## config.mk

```make
export PLATFORM = sky130hd
export DESIGN_NAME = rsi_price_feeder_flat
export DESIGN_NICKNAME = d
export VERILOG_FILES = /design/src/rtl/rsi_pkg.sv /design/src/rtl/rsi_price_feeder_if.sv /design/src/rtl/tick_fifo.sv /design/src/rtl/rsi_price_feeder.sv /design/src/flat_wrapper.sv
export SDC_FILE = /design/constraint.sdc
export NUM_CORES = 1
export LEC_CHECK = 0
export ABC_CLOCK_PERIOD_IN_PS = 6200
export CORE_UTILIZATION = 53
export DETAILED_ROUTE_END_ITERATION = 6
export PLACE_DENSITY = 0.84
export SLEW_MARGIN = 40
export SYNTH_ARGS = -nofsm -noshare
export SYNTH_HDL_FRONTEND = slang
export SYNTH_SLANG_ARGS = --single-unit
```

## constraint.sdc

```tcl
create_clock -name clk -period 6.2 [get_ports clk]
set_clock_uncertainty 0.05 [all_clocks]
set_input_delay 1.24 -clock clk [delete_from_list [all_inputs] [get_ports clk]]
set_output_delay 1.24 -clock clk [all_outputs]
set_load 0.01 [all_outputs]
```

## src/rtl/rsi_pkg.sv

```systemverilog
// Shared definitions for the RSI price feeder: default widths, the RSI_FSM
// tick latency the pulse spacing is derived from, and feeder state encodings.
package rsi_pkg;

    // Price width of RSI_FSM price_in
    localparam int PRICE_W_DEF    = 50;
    localparam int FIFO_DEPTH_DEF = 8;
    localparam int CNT_W_DEF      = 16;

    // RSI_FSM needs about this many cycles per tick (IDLE->FETCH->COMPUTE->
    // WAIT_DIV->DECISION); the default gap adds two cycles of margin.
    localparam int RSI_TICK_LATENCY = 14;
    localparam int MIN_GAP_DEF      = RSI_TICK_LATENCY + 2;

    // Feeder state encodings
    localparam logic [1:0] ST_IDLE  = 2'd0;
    localparam logic [1:0] ST_ISSUE = 2'd1;
    localparam logic [1:0] ST_EOD   = 2'd2;
    localparam logic [1:0] ST_GAP   = 2'd3;

    typedef enum logic [1:0] {
        IDLE   = ST_IDLE,
        ISSUE  = ST_ISSUE,
        EOD_ST = ST_EOD,
        GAP    = ST_GAP
    } feeder_state_e;

endpackage

```

## src/rtl/rsi_price_feeder_if.sv

```systemverilog
// Upstream side of the feeder: tick price with valid/ready plus the
// end-of-day request.
//
// Handshake: a tick transfers on every rising clk edge where s_valid and
// s_ready are both 1. The source holds s_price stable while s_valid is high
// and s_ready is low. s_ready depends only on feeder registers, never on
// s_valid. eod_req is a single-cycle request with no ready; it is ignored
// while an end-of-day is already pending.
interface rsi_price_feeder_if #(
    parameter int PRICE_W = rsi_pkg::PRICE_W_DEF
);
    logic [PRICE_W-1:0] s_price;
    logic               s_valid;
    logic               s_ready;
    logic               eod_req;

    // Market-data source side
    modport master (
        output s_price,
        output s_valid,
        output eod_req,
        input  s_ready
    );

    // Feeder side
    modport slave (
        input  s_price,
        input  s_valid,
        input  eod_req,
        output s_ready
    );
endinterface

```

## src/rtl/tick_fifo.sv

```systemverilog
// Synchronous first-word-fall-through FIFO holding queued price ticks.
// Push into a full FIFO and pop from an empty one are ignored.
module tick_fifo #(
    parameter int WIDTH = 50,
    parameter int DEPTH = 8
) (
    input  logic                     clk,
    input  logic                     reset,
    input  logic                     push,
    input  logic                     pop,
    input  logic [WIDTH-1:0]         din,
    output logic [WIDTH-1:0]         dout,
    output logic                     full,
    output logic                     empty,
    output logic [$clog2(DEPTH):0]   level
);
    localparam int AW = $clog2(DEPTH);

    logic [WIDTH-1:0] mem [DEPTH];
    logic [AW-1:0]    wr_ptr;
    logic [AW-1:0]    rd_ptr;
    logic [AW:0]      count;
    logic             push_ok;
    logic             pop_ok;

    assign full    = (count == (AW+1)'(DEPTH));
    assign empty   = (count == '0);
    assign push_ok = push && !full;
    assign pop_ok  = pop && !empty;
    assign dout    = mem[rd_ptr];
    assign level   = count;

    // Pointer and occupancy tracking; pointers wrap naturally since DEPTH is a power of 2
    always_ff @(posedge clk) begin
        if (!reset) begin
            wr_ptr <= '0;
            rd_ptr <= '0;
            count  <= '0;
        end else begin
            if (push_ok) wr_ptr <= wr_ptr + AW'(1);
            if (pop_ok)  rd_ptr <= rd_ptr + AW'(1);
            case ({push_ok, pop_ok})
                2'b10:   count <= count + (AW+1)'(1);
                2'b01:   count <= count - (AW+1)'(1);
                default: count <= count;
            endcase
        end
    end

    // Storage write; contents need no reset because count gates visibility
    always_ff @(posedge clk) begin
        if (push_ok) mem[wr_ptr] <= din;
    end

endmodule

```

## src/rtl/rsi_price_feeder.sv

```systemverilog
// Transmit side of the RSI_FSM price-tick interface. Buffers upstream ticks,
// issues one new_price pulse per tick no closer than MIN_GAP+1 cycles apart,
// and issues the EOD pulse after every tick queued ahead of it.
module rsi_price_feeder
    import rsi_pkg::*;
#(
    parameter int PRICE_W    = PRICE_W_DEF,
    parameter int FIFO_DEPTH = FIFO_DEPTH_DEF,
    parameter int MIN_GAP    = MIN_GAP_DEF,
    parameter int CNT_W      = CNT_W_DEF
) (
    input  logic                          clk,
    input  logic                          reset,
    rsi_price_feeder_if.slave             up,
    output logic [PRICE_W-1:0]            price_out,
    output logic                          new_price,
    output logic                          EOD,
    output logic [$clog2(FIFO_DEPTH):0]   fifo_level,
    output logic [CNT_W-1:0]              tick_count,
    output logic                          busy,
    output feeder_state_e                 state_dbg
);
    // Gap counter only has to hold MIN_GAP-1
    localparam int GW = (MIN_GAP > 1) ? $clog2(MIN_GAP) : 1;
    localparam logic [GW-1:0] GAP_LOAD = GW'(MIN_GAP - 1);

    feeder_state_e     state;
    feeder_state_e     state_next;
    logic [GW-1:0]     gap_cnt;
    logic [GW-1:0]     gap_next;
    logic              eod_pending;
    logic              fifo_push;
    logic              fifo_pop;
    logic              fifo_full;
    logic              fifo_empty;
    logic [PRICE_W-1:0] fifo_head;

    // Ready depends only on registered state; holding off ticks while an
    // EOD is pending keeps the EOD behind everything accepted before it.
    assign up.s_ready = !fifo_full && !eod_pending;
    assign fifo_push  = up.s_valid && up.s_ready;
    assign busy       = (state != IDLE) || !fifo_empty || eod_pending;
    assign state_dbg  = state;

    tick_fifo #(
        .WIDTH (PRICE_W),
        .DEPTH (FIFO_DEPTH)
    ) u_fifo (
        .clk   (clk),
        .reset (reset),
        .push  (fifo_push),
        .pop   (fifo_pop),
        .din   (up.s_price),
        .dout  (fifo_head),
        .full  (fifo_full),
        .empty (fifo_empty),
        .level (fifo_level)
    );

    // Next-state, gap counter and pop decision; ticks beat a pending EOD
    always_comb begin
        state_next = state;
        gap_next   = gap_cnt;
        fifo_pop   = 1'b0;
        case (state)
            IDLE: begin
                if (!fifo_empty) begin
                    state_next = ISSUE;
                    fifo_pop   = 1'b1;
                end else if (eod_pending) begin
                    state_next = EOD_ST;
                end
            end
            ISSUE, EOD_ST: begin
                if (MIN_GAP == 1) begin
                    state_next = IDLE;
                end else begin
                    state_next = GAP;
                    gap_next   = GAP_LOAD;
                end
            end
            GAP: begin
                gap_next = gap_cnt - GW'(1);
                // IDLE decides the next pulse one cycle after leaving GAP
                if (gap_cnt <= GW'(1)) state_next = IDLE;
            end
            default: state_next = IDLE;
        endcase
    end

    // State register and registered pulse/price outputs
    always_ff @(posedge clk) begin
        if (!reset) begin
            state     <= IDLE;
            gap_cnt   <= '0;
            new_price <= 1'b0;
            EOD       <= 1'b0;
            price_out <= '0;
        end else begin
            state     <= state_next;
            gap_cnt   <= gap_next;
            new_price <= fifo_pop;
            EOD       <= (state == IDLE) && (state_next == EOD_ST);
            if (fifo_pop) price_out <= fifo_head;
        end
    end

    // End-of-day pending flag and per-day tick counter
    always_ff @(posedge clk) begin
        if (!reset) begin
            eod_pending <= 1'b0;
            tick_count  <= '0;
        end else begin
            if (state == EOD_ST) begin
                eod_pending <= 1'b0;
                tick_count  <= '0;
            end else begin
                if (up.eod_req) eod_pending <= 1'b1;
                if (state == ISSUE && tick_count != {CNT_W{1'b1}})
                    tick_count <= tick_count + CNT_W'(1);
            end
        end
    end

endmodule
```

## src/flat_wrapper.sv

```systemverilog
// flat-port wrapper written by rule: the top's interface ports become plain ports
module rsi_price_feeder_flat import rsi_pkg::*;
#(
    parameter int PRICE_W    = PRICE_W_DEF,
    parameter int FIFO_DEPTH = FIFO_DEPTH_DEF,
    parameter int MIN_GAP    = MIN_GAP_DEF,
    parameter int CNT_W      = CNT_W_DEF
)
  (clk, reset, price_out, new_price, EOD, fifo_level, tick_count, busy, state_dbg, up_s_price, up_s_valid, up_eod_req, up_s_ready);
  rsi_price_feeder_if #(.PRICE_W(PRICE_W)) up_i ();
  input  logic clk;
  input  logic reset;
  output logic [PRICE_W-1:0] price_out;
  output logic new_price;
  output logic EOD;
  output logic [$clog2(FIFO_DEPTH):0] fifo_level;
  output logic [CNT_W-1:0] tick_count;
  output logic busy;
  output feeder_state_e state_dbg;
  input wire logic [$bits(up_i.s_price)-1:0] up_s_price;
  input wire logic [$bits(up_i.s_valid)-1:0] up_s_valid;
  input wire logic [$bits(up_i.eod_req)-1:0] up_eod_req;
  output wire logic [$bits(up_i.s_ready)-1:0] up_s_ready;
  assign up_i.s_price = up_s_price;
  assign up_i.s_valid = up_s_valid;
  assign up_i.eod_req = up_eod_req;
  assign up_s_ready = up_i.s_ready;
  rsi_price_feeder #(.PRICE_W(PRICE_W), .FIFO_DEPTH(FIFO_DEPTH), .MIN_GAP(MIN_GAP), .CNT_W(CNT_W)) u_core (.clk(clk), .reset(reset), .up(up_i), .price_out(price_out), .new_price(new_price), .EOD(EOD), .fifo_level(fifo_level), .tick_count(tick_count), .busy(busy), .state_dbg(state_dbg));
endmodule
```

==> flow_metrics.tcl <==
set metrics [dict create \
    outcome "finished clean" \
    dp.final_hpwl_mm 21.6 \
    worst-path-max-fanout 28 \
    drc 0 \
    seqCellArea_sq_um 13700 \
    p_per_area_nw_per_um2 417 \
    routed_wl_mm 40.3 \
    critPathRequiredTime_ns 6.34 \
    syn_area_sq_um 18100 \
    cts_setup_buffers 0 \
    synth.net_count 1030 \
    multi_input_area_sq_um 4180 \
    rrSetupSlack_ns 2.77 \
    dr.pass1.iters 7 \
    wire_per_inst_microns 25.2 \
    endpoint "u_core.u_fifo.mem[4][41]$_DFFE_PP_" \
    final_core_util 0.649 \
    yosysWarnings 0 \
    synth-seq-area-share 0.759 \
    cts_hold_repair.buffers 0 \
    holdWs_ns 0.462 \
    setup_tns_ns 0 \
    reg2reg_depth 5 \
    gr-total-overflow 0 \
    nFillCells 2113 \
    cp-end-kind "register" \
    crit_type "primary input to register" \
    synth_area_leaders "edfxtp_1 66%, mux4_2 12%, dfxtp_1 9.4%" \
    first_global_vias 10100 \
    die_w_microns 187 \
    leakagePower_nw 6.98 \
    clock-sinks 485 \
    min_period_over_period 0.630 \
    cts_made_buffers 47 \
    cts_tree "yes" \
    area_growth_pct 20.4 \
    grt_pass1_wl_mm 61.3 \
    drive_gt1_frac 0.195 \
    period_minus_slack_ns 3.91 \
    worst_slew_pin_slew_ns 0.776 \
    path_cells "clkdlybuf4s50_1 > nor3b_1 > nand2b_1 > nor2_4 > buf_4" \
    grt_setup_unrepaired "false" \
    fin_cells 1596 \
    finalHoldViolations 0 \
    grt_max_degree 58 \
    die_y_microns 187 \
    r2r_start "u_core.u_fifo.level[1]$_SDFFE_PN0P_" \
    mostFrequentLayoutCells "400 x edfxtp_1, 128 x clkdlybuf4s50_1, 100 x mux4_2" \
    arrival_ns 4.05 \
    antennaDiodeCount 0 \
    start_util 0.539 \
    clk_pin_slew_worst_paths_ns 0.06 \
    clockBufferDepth 3 \
    worst-path-stages 5 \
    syn_area_per_cell_sq_um 18.8 \
    ys_ff_latch 485 \
    crit_start "up_s_valid" \
    yosysTopAreaCellShare 0.665 \
    routabilityCongestion 0.798 \
    num_rows 67 \
    core_area_sq_um 33500 \
    crit_path_start_kind "primary input" \
    cp_slowest_cell "nor2_4" \
    drt-initial-drc-count 910 \
    peakVddDrop_v 0.000267 \
    ios 130 \
    yosysTopAreaCell "edfxtp_1" \
    antenna_found_initial 0 \
    synth-edff-count 400 \
    async_reset_ff_frac 0 \
    io_buffers 129 \
    vias_per_cell 6.20 \
    root_buffer "clkbuf_16" \
    worstSkewPairLatency_ns 0.56 \
    vias 9899 \
    synth_cells 963 \
    cts_resized 0 \
    crit_family "simple AND/OR/NAND/NOR gates" \
    dieArea_sq_um 34800 \
    slew_violations 0 \
    nets 1177 \
    h-tree-depth 2 \
    critPathBufInv 2 \
    synth-main-ff-cell "edfxtp_1" \
    track_usage 0.232 \
    antenna_left 0 \
    hp-class "register to register" \
    reg2reg_to "u_core.u_fifo.mem[4][41]$_DFFE_PP_" \
    place_inst 1507 \
    max_freq_mhz 256 \
    slowest_delay_ns 0.72 \
    final_common_cell "edfxtp_1" \
    setup_viol 0 \
    relSlewSlack 0.481 \
    max-cap-violations 0 \
    ys_types 50 \
]
how the worst min path moves through the flow:
stage	start	endpoint	slack, ns	cells past startpoint
6_report	u_core.price_out[36]$_SDFFE_PN0P_	u_core.price_out[36]$_SDFFE_PN0P_	0.46	2
5_1_grt	u_core.price_out[36]$_SDFFE_PN0P_	u_core.price_out[36]$_SDFFE_PN0P_	0.49	2
2_1_floorplan	u_core.gap_cnt[3]$_SDFFE_PN0N_	u_core.gap_cnt[3]$_SDFFE_PN0N_	0.41	1
4_1_cts	u_core.price_out[36]$_SDFFE_PN0P_	u_core.price_out[36]$_SDFFE_PN0P_	0.47	2
3_3_place_gp	u_core.u_fifo.wr_ptr[0]$_SDFFE_PN0P_	u_core.u_fifo.wr_ptr[0]$_SDFFE_PN0P_	0.44	2
3_5_place_dp	u_core.price_out[36]$_SDFFE_PN0P_	u_core.price_out[36]$_SDFFE_PN0P_	0.45	2
state kept, by name, summed over array words and instances, names as in the netlist:
register              flops
u_core.u_fifo.wr_ptr      3
u_core.u_fifo.rd_ptr      3
u_core.tick_count        16
u_core.u_fifo.mem       400
u_core.price_out         50
u_core.u_fifo.level       4
u_core.EOD                1
u_core.eod_pending        1
u_core.gap_cnt            4
u_core.new_price          1
u_core.state_dbg          2
worst register-to-register path, stage by stage (launching register included):
cell,delay (ns)
dfxtp_1,0.53
nor4b_1,0.15
nor3b_1,0.65
nand2b_1,0.42
nor2_4,0.72
buf_4,0.54
metal layers:
metal,vias to the layer above,global-route usage,share of wire
li1,4193,-,-
met1,5079,0.316,0.39
met2,545,0.383,0.50
met3,82,0.0376,0.075
met4,0,0.0785,0.027
met5,-,0,0
area by class of cell:
class / count / share of cell area
Clock buffer: 61 / 0.0611
Clock inverter: 26 / 0.0197
Inverter: 11 / 0.00190
Multi-Input combinational cell: 417 / 0.192
Sequential cell: 485 / 0.631
Tap cell: 448 / 0.0258
Timing Repair Buffer: 148 / 0.0684
power breakdown:
part           internal, mW  total [mW]  leakage, nW  switching [mW]
clock                  1.94        3.18        0.849            1.24
sequential             3.80        3.98         4.32           0.171
combinational         0.864        1.91         1.81            1.04
stage by stage:
step / setup WS (ns) / total power, mW / cell area, sq um
floorplan: 0.363 / 5.19 / 18100
global placement: 1.82 / 5.80 / 19900
detailed placement: 1.74 / 5.89 / 19900
CTS: 2.27 / 9.08 / 21700
global route: 2.15 / 9.40 / 21800
finish: 2.29 / 9.07 / 21800
Yosys cell counts, types with 2 or more instances:
| master | n |
|---|---|
| edfxtp_1 | 400 |
| mux4_2 | 100 |
| dfxtp_1 | 85 |
| nor2_1 | 75 |
| o21ai_0 | 64 |
| o22ai_1 | 50 |
| clkbuf_1 | 28 |
| buf_2 | 20 |
| a21oi_1 | 15 |
| ha_1 | 13 |
| inv_1 | 11 |
| nand2_1 | 11 |
| nand2b_1 | 8 |
| nand3_1 | 8 |
| nor3_1 | 8 |
| or3_1 | 7 |
| nand4_1 | 5 |
| xor2_1 | 5 |
| mux2i_1 | 4 |
| xnor2_1 | 3 |
| a311oi_1 | 2 |
| and2_1 | 2 |
| and4_1 | 2 |
| buf_1 | 2 |
| nand4_2 | 2 |
| nor2b_1 | 2 |
| nor4_1 | 2 |
| nor4b_1 | 2 |
| o211a_1 | 2 |
| o211ai_1 | 2 |
| o21ai_1 | 2 |
| o311ai_0 | 2 |
| or2_2 | 2 |
cell families (layout without fill, tap and decap cells):
family | Yosys count | after routing | synth area share
AOI/OAI and AO/OA | 149 | 149 | 0.0487
xor gates and xnor gates | 8 | 8 | 0.00388
adders and majority gates | 13 | 13 | 0.00900
buffers and inverters | 61 | 246 | 0.0141
DFF | 485 | 485 | 0.759
muxes | 104 | 104 | 0.127
and+or+nand+nor | 143 | 143 | 0.0388
(Power assumes the default switching activity.)
